$ cat config.mk
export PLATFORM = sky130hd
export DESIGN_NAME = alu_arbiter
export DESIGN_NICKNAME = d
export VERILOG_FILES = /design/src/rtl/alu_arb_pkg.sv /design/src/rtl/alu_arbiter_rr_arb2.sv /design/src/rtl/alu_arbiter.sv
export SDC_FILE = /design/constraint.sdc
export NUM_CORES = 1
export LEC_CHECK = 0
export CAP_MARGIN = 20
export CORE_ASPECT_RATIO = 0.7
export CORE_UTILIZATION = 40
export DETAILED_ROUTE_END_ITERATION = 12
export DONT_BUFFER_PORTS = 1
export PLACE_DENSITY = 0.55
export SETUP_SLACK_MARGIN = 0.3
export SYNTH_ARGS = -nofsm -noshare
export SYNTH_HDL_FRONTEND = slang
export SYNTH_SLANG_ARGS = --single-unit
$ cat constraint.sdc
create_clock -name clk -period 1.3 [get_ports clk]
set_input_delay 0.13 -clock clk [delete_from_list [all_inputs] [get_ports clk]]
set_output_delay 0.13 -clock clk [all_outputs]
set_load 0.02 [all_outputs]
$ cat src/rtl/alu_arb_pkg.sv
// Shared widths, FSM state encoding and operation payload for the ALU arbiter.
package alu_arb_pkg;

  localparam int unsigned DATA_W  = 32;
  localparam int unsigned SHAMT_W = 5;
  localparam int unsigned FUNCT_W = 4;
  // Wide enough for the largest supported ALU latency (7).
  localparam int unsigned CNT_W   = 3;

  typedef enum logic [1:0] {
    IDLE = 2'd0,
    BUSY = 2'd1,
    RESP = 2'd2
  } arb_state_t;

  typedef struct packed {
    logic [DATA_W-1:0]  a;
    logic [DATA_W-1:0]  b;
    logic [SHAMT_W-1:0] shamt;
    logic [FUNCT_W-1:0] funct;
  } alu_op_t;

endpackage

$ cat src/rtl/alu_arbiter_rr_arb2.sv
// Combinational two-way round-robin: on a tie, the requester not granted last wins.
module rr_arb2 (
  input  logic valid0_i,
  input  logic valid1_i,
  input  logic last_gnt_i,
  output logic gnt_o,
  output logic any_o
);

  // Grant index and any-grant from the two valids.
  always_comb begin
    gnt_o = 1'b0;
    any_o = valid0_i | valid1_i;
    if (valid0_i && valid1_i) begin
      gnt_o = ~last_gnt_i;
    end else if (valid1_i) begin
      gnt_o = 1'b1;
    end
  end

endmodule

$ cat src/rtl/alu_arbiter.sv
// Shares one ALU between two requesters: arbitrate, drive operands, wait, return result.
module alu_arbiter
  import alu_arb_pkg::*;
#(
  parameter int unsigned ALU_LAT = 1
) (
  input  logic               clk,
  input  logic               rst_n,
  input  logic               r0_req_valid,
  input  logic               r1_req_valid,
  output logic               r0_req_ready,
  output logic               r1_req_ready,
  input  logic [DATA_W-1:0]  r0_a,
  input  logic [DATA_W-1:0]  r0_b,
  input  logic [DATA_W-1:0]  r1_a,
  input  logic [DATA_W-1:0]  r1_b,
  input  logic [SHAMT_W-1:0] r0_shamt,
  input  logic [SHAMT_W-1:0] r1_shamt,
  input  logic [FUNCT_W-1:0] r0_funct,
  input  logic [FUNCT_W-1:0] r1_funct,
  output logic               r0_rsp_valid,
  output logic               r1_rsp_valid,
  input  logic               r0_rsp_ready,
  input  logic               r1_rsp_ready,
  output logic [DATA_W-1:0]  rsp_data,
  output logic [DATA_W-1:0]  alu_a,
  output logic [DATA_W-1:0]  alu_b,
  output logic [SHAMT_W-1:0] alu_shamt,
  output logic [FUNCT_W-1:0] alu_funct,
  input  logic [DATA_W-1:0]  alu_out,
  output logic               busy
);

  arb_state_t        state_q, state_d;
  logic [CNT_W-1:0]  cnt_q, cnt_d;
  logic              gnt_q, gnt_d;
  logic              last_gnt_q, last_gnt_d;
  alu_op_t           op_q, op_d;
  logic [DATA_W-1:0] rsp_data_q, rsp_data_d;
  logic              r0_rsp_valid_q, r0_rsp_valid_d;
  logic              r1_rsp_valid_q, r1_rsp_valid_d;
  logic              busy_q, busy_d;

  logic              arb_gnt;
  logic              arb_any;
  logic              accept;
  logic              rsp_take;
  alu_op_t           req_op;

  rr_arb2 u_rr_arb2 (
    .valid0_i   (r0_req_valid),
    .valid1_i   (r1_req_valid),
    .last_gnt_i (last_gnt_q),
    .gnt_o      (arb_gnt),
    .any_o      (arb_any)
  );

  // Handshake qualification; ready is forced low while reset is held.
  always_comb begin
    accept       = rst_n && (state_q == IDLE) && arb_any;
    r0_req_ready = accept && !arb_gnt;
    r1_req_ready = accept && arb_gnt;
    rsp_take     = gnt_q ? r1_rsp_ready : r0_rsp_ready;
  end

  // Payload of the requester currently winning arbitration.
  always_comb begin
    req_op = '0;
    if (arb_gnt) begin
      req_op.a     = r1_a;
      req_op.b     = r1_b;
      req_op.shamt = r1_shamt;
      req_op.funct = r1_funct;
    end else begin
      req_op.a     = r0_a;
      req_op.b     = r0_b;
      req_op.shamt = r0_shamt;
      req_op.funct = r0_funct;
    end
  end

  // Next-state and registered-output logic.
  always_comb begin
    state_d        = state_q;
    cnt_d          = cnt_q;
    gnt_d          = gnt_q;
    last_gnt_d     = last_gnt_q;
    op_d           = op_q;
    rsp_data_d     = rsp_data_q;
    r0_rsp_valid_d = r0_rsp_valid_q;
    r1_rsp_valid_d = r1_rsp_valid_q;

    case (state_q)
      IDLE: begin
        if (accept) begin
          op_d       = req_op;
          gnt_d      = arb_gnt;
          last_gnt_d = arb_gnt;
          cnt_d      = CNT_W'(ALU_LAT);
          state_d    = BUSY;
        end
      end
      BUSY: begin
        if (cnt_q != '0) begin
          cnt_d = cnt_q - CNT_W'(1);
        end else begin
          rsp_data_d     = alu_out;
          r0_rsp_valid_d = !gnt_q;
          r1_rsp_valid_d = gnt_q;
          state_d        = RESP;
        end
      end
      RESP: begin
        if (rsp_take) begin
          r0_rsp_valid_d = 1'b0;
          r1_rsp_valid_d = 1'b0;
          state_d        = IDLE;
        end
      end
      default: begin
        state_d = IDLE;
      end
    endcase

    busy_d = (state_d != IDLE);
  end

  // State and output registers with synchronous reset.
  always_ff @(posedge clk) begin
    if (!rst_n) begin
      state_q        <= IDLE;
      cnt_q          <= '0;
      gnt_q          <= 1'b0;
      last_gnt_q     <= 1'b1;
      op_q           <= '0;
      rsp_data_q     <= '0;
      r0_rsp_valid_q <= 1'b0;
      r1_rsp_valid_q <= 1'b0;
      busy_q         <= 1'b0;
    end else begin
      state_q        <= state_d;
      cnt_q          <= cnt_d;
      gnt_q          <= gnt_d;
      last_gnt_q     <= last_gnt_d;
      op_q           <= op_d;
      rsp_data_q     <= rsp_data_d;
      r0_rsp_valid_q <= r0_rsp_valid_d;
      r1_rsp_valid_q <= r1_rsp_valid_d;
      busy_q         <= busy_d;
    end
  end

  assign alu_a        = op_q.a;
  assign alu_b        = op_q.b;
  assign alu_shamt    = op_q.shamt;
  assign alu_funct    = op_q.funct;
  assign rsp_data     = rsp_data_q;
  assign r0_rsp_valid = r0_rsp_valid_q;
  assign r1_rsp_valid = r1_rsp_valid_q;
  assign busy         = busy_q;

endmodule

==> results.yml, run 1 <==
setup_path:
  path_class: "flop to output pin"
  crit_chain: "nor2_4, o211a_4, buf_12, nand2_8, inv_8"
  startpoint: "state_q[1]"
  cpPeakStageDelay_ps: 340
  cp_max_fo: 2
  critPathBufInv: 2
  rr_startpoint: "last_gnt_q"
  cp-end-kind: "output pin"
  cpMaxStageDelayCell: "dfxtp_4"
  r2r_setup_slack_ps: -110
  crit_family: "flip-flops"
  endpoint: "r1_req_ready"
  r2r-end: "alu_b[5]"
  worst-path-stages: 5
  reg2reg_depth: 6
  cp-start-kind: "flop"
  arrival_ps: 1300
  cp_data_required_time_ps: 1170
synthesis:
  yosysWarnings: 0
  yosysUniqueCellTypes: 29
  ys.flop_type: "dfxtp_1"
  yosys.cell_count.top_type: "a21oi_1"
  synth-seq-cells: 115
  synth.avg_cell_area_um2: 7.80
  ys_seq_area_share_pct: 49.2
  synth_top_area_cell: "dfxtp_1"
  synth_area_leaders: "dfxtp_1 (49%), a21oi_1 (16%), nand2_1 (12%)"
  yosysTopAreaCellShare_pct: 49.2
  synth_edf_count: 0
  synth_commonest_cells: "a21oi_1 (149), nand2_1 (147), dfxtp_1 (115)"
  syn_area_um2: 4680
  mappedNetlistNets: 786
  async_reset_ff_share_pct: 0
  netlist_instances: 600
final_layout:
  n_antenna_cell: 0
  drive_gt1_share_pct: 31.1
  fillCellCount: 896
  finalNetCount: 906
  area_growth_pct: 57.7
global_route:
  grt_pass1_wl_um: 25300
  gr-total-overflow: 0
  grt-busiest-layer: "met2"
  grt_usage_pct: 26.8
  grt_pass1_vias: 4941
  antenna_found_initial: 0
  grt_max_degree: 119
  met3_usage_pct: 7.66
  use_met1_pct: 29.5
  met2_usage_pct: 47.6
clocking:
  cts_buffers: 17
  clock-sinks: 115
  htree_levels: 4
  clk_path_buf_depth: 2
  clk_pin_slew_ps: 50
  clock_latency_ps: 410
  root_buffer: "clkbuf_16"
  cts_tree: "built"
sta:
  setup_viol: 59
  hold_slack_ps: -176
  timing.final.crit_period_ps: 1430
  hold_viol: 112
  rsz0062_at_grt: "yes"
  max_freq_ghz: 0.697
  layout_setup_ws_ps: -135
  clock_skew_ps: 8.23
  worst_pin_slew_ps: 293
  fin_crit_sh_pct: 110
  slew_headroom_pct: 80.5
  finalMaxSlewViolations: 0
power_and_ir_drop:
  leakagePower_uw: 0.00289
  peakVddDrop_mv: 1.04
  powerDensity_nw_per_um2: 1490
  p_total_uw: 11000
floorplan:
  design.die.area_um2: 12100
  initial_utilization_pct: 41.7
  std_cell_rows: 32
  die_h_um: 92.5
  io_pins: 294
  coreArea_um2: 11200
  die_w_um: 131
placed_design:
  io_buffers: 0
  dp_hpwl_um: 9210
  gp_congestion: 0.849
hold_path:
  hold_path_class: "input pin to flop"
flow_run:
  maxCapViolations: 0
detailed_routing:
  drc: 0
  wire_per_inst_um: 19.7
  drt_wl_total_um: 17400
  vias: 4903
  final_antenna_net_count: 0
  drt_iter0_drc: 372
  first_pass_iters: 4
  vias_per_cell: 5.53
outcome:
  violations: "hold timing, setup timing"
  status: "finished, violations left"
area by class of cell:
cell class | instances | area, µm² | area share (%)
flip-flops and latches | 115 | 2440 | 33.0
inverters | 4 | 22.5 | 0.305
clock buffers | 19 | 443 | 6.01
clock inverters | 13 | 156 | 2.12
multi-input cells | 431 | 2370 | 32.1
well taps | 153 | 191 | 2.60
repair buffers | 151 | 1760 | 23.9
cells by family (layout without fill, tap and decap cells):
| group | after synthesis | after routing | synth area share, % |
|---|---|---|---|
| AO/OA/AOI/OAI | 265 | 265 | 30.6 |
| adder cells (fa/ha/maj) | 2 | 2 | 0.535 |
| flip-flops | 115 | 115 | 49.2 |
| AND/OR/NAND/NOR | 163 | 163 | 14.3 |
| buffers and inverters | 54 | 187 | 5.21 |
| multiplexers | 1 | 1 | 0.214 |
metrics by stage:
step	area, µm²	util, %	setup WS (ps)	std cells	setup TNS, ps
2_1_floorplan	4930	-	60.4	600	0
3_3_place_gp	4970	44.4	28.2	719	0
3_5_place_dp	4970	44.4	-9.75	719	-22.3
4_1_cts	7020	62.6	-161	873	-5810
5_1_grt	7380	65.8	-210	886	-10060
6_report	7380	65.8	-135	886	-3190
layer usage:
metal  wire length, µm  share of wire [%]
met1              6840                 39
met2              8810                 51
met3              1270                7.3
met4               494                2.8
met5                 0                  0
layout by cell type, fill, tap and decap left out, drive strengths merged, types with 4 or more instances in the layout:
master	n
a21oi	149
nand2	147
dfxtp	115
dlygate4sd3	113
o21ai	77
buf	34
a21boi	33
clkbuf	21
inv	7
clkinv	4
worst min-delay path by stage:
stage | start | to | slack (ps) | depth (start not counted)
floorplan | alu_out[22] | rsp_data[22] | 260 | 2
global placement | rst_n | last_gnt_q | 210 | 1
detailed placement | rst_n | last_gnt_q | 210 | 1
CTS | rst_n | last_gnt_q | -210 | 1
global route | rst_n | last_gnt_q | -210 | 1
finish | rst_n | last_gnt_q | -180 | 1
where the power goes:
group          total (µW)  internal (µW)  leakage (µW)  switching, µW
logic                1780            901       0.00162            883
registers            4490           3900      0.000984            590
clock network        4750           3060      0.000290           1690
sequential cells by signal, indices dropped and copies added (netlist names):
signal / cells
alu_a: 32
alu_b: 32
rsp_data: 32
alu_shamt: 5
alu_funct: 4
cnt_q: 3
state_q: 2
busy: 1
gnt_q: 1
last_gnt_q: 1
r0_rsp_valid: 1
r1_rsp_valid: 1
timing repair:
item / in CTS / in global routing
hold buffers: 105 / 8
pin swaps: 5 / 5
resized for setup: 78 / 85
endpoints found under the hold margin: 115 / 115
setup buffers: 11 / 3
gates cloned: 6 / 2
endpoints found under the setup margin: 204 / 170
No activity file was read; power rests on OpenSTA's default activity.
==> run 2: changes to the inputs <==
Settings changed: BUFFER_PORTS_ARGS from default to -buffer_cell sky130_fd_sc_hd__buf_2, CORE_UTILIZATION 40 to 39, DONT_BUFFER_PORTS 1 to default, PLACE_DENSITY 0.55 to 0.76.
==> results.yml, run 2 <==
floorplan:
  std_cell_rows: 33
  io_pins: 294
  initial_utilization_pct: 40.0
  die_h_um: 93.6
  die_w_um: 133
synthesis:
  yosysTopAreaCellShare_pct: 49.2
  synth.avg_cell_area_um2: 7.80
  ys.flop_type: "dfxtp_1"
  syn_area_um2: 4680
  netlist_instances: 600
  synth_top_area_cell: "dfxtp_1"
  synth_edf_count: 0
  yosysUniqueCellTypes: 29
  yosys.cell_count.top_type: "a21oi_1"
  synth_commonest_cells: "a21oi_1 (149), nand2_1 (147), dfxtp_1 (115)"
  synth-seq-cells: 115
  yosysWarnings: 0
  mappedNetlistNets: 786
  synth_area_leaders: "dfxtp_1 (49%), a21oi_1 (16%), nand2_1 (12%)"
  async_reset_ff_share_pct: 0
  ys_seq_area_share_pct: 49.2
placed_design:
  dp.cells: 1025
  dp_hpwl_um: 10200
  pre_cts_ws_ps: -25.3
  gp_congestion: 0.822
  io_buffers: 293
global_route:
  grt_max_degree: 83
clocking:
  htree_levels: 4
  root_buffer: "clkbuf_16"
  clk_path_buf_depth: 2
  cts_buffers: 17
  clock-sinks: 115
outcome:
  error_line: "[ERROR GRT-0229] Vertical edge usage exceeds the maximum allowed. (13, 5) usage=65535 limit=2200"
  failing_step: "5_1_grt"
  status: "stopped before the end"
run 2: cell families after synthesis:
logic type	count (synthesis)	share of synthesized area [%]
buf+inv	54	5.21
flops	115	49.2
compound gates	265	30.6
simple gates	163	14.3
fa+ha+maj	2	0.535
mux	1	0.214
run 2: stage by stage:
step                      hold WS (ps)  TNS [ps]  area (µm²)
after CTS                         1.21     -6760        9020
after global placement             370     -68.0        6530
after detailed placement           375      -357        6530
after floorplan                    265         0        4930
run 2: timing repair:
item,4_1_cts
resized for setup,235
setup buffers,11
endpoints found under the setup margin,225
endpoints found under the hold margin,105
hold buffers,111
pin swaps,6
gates cloned,4
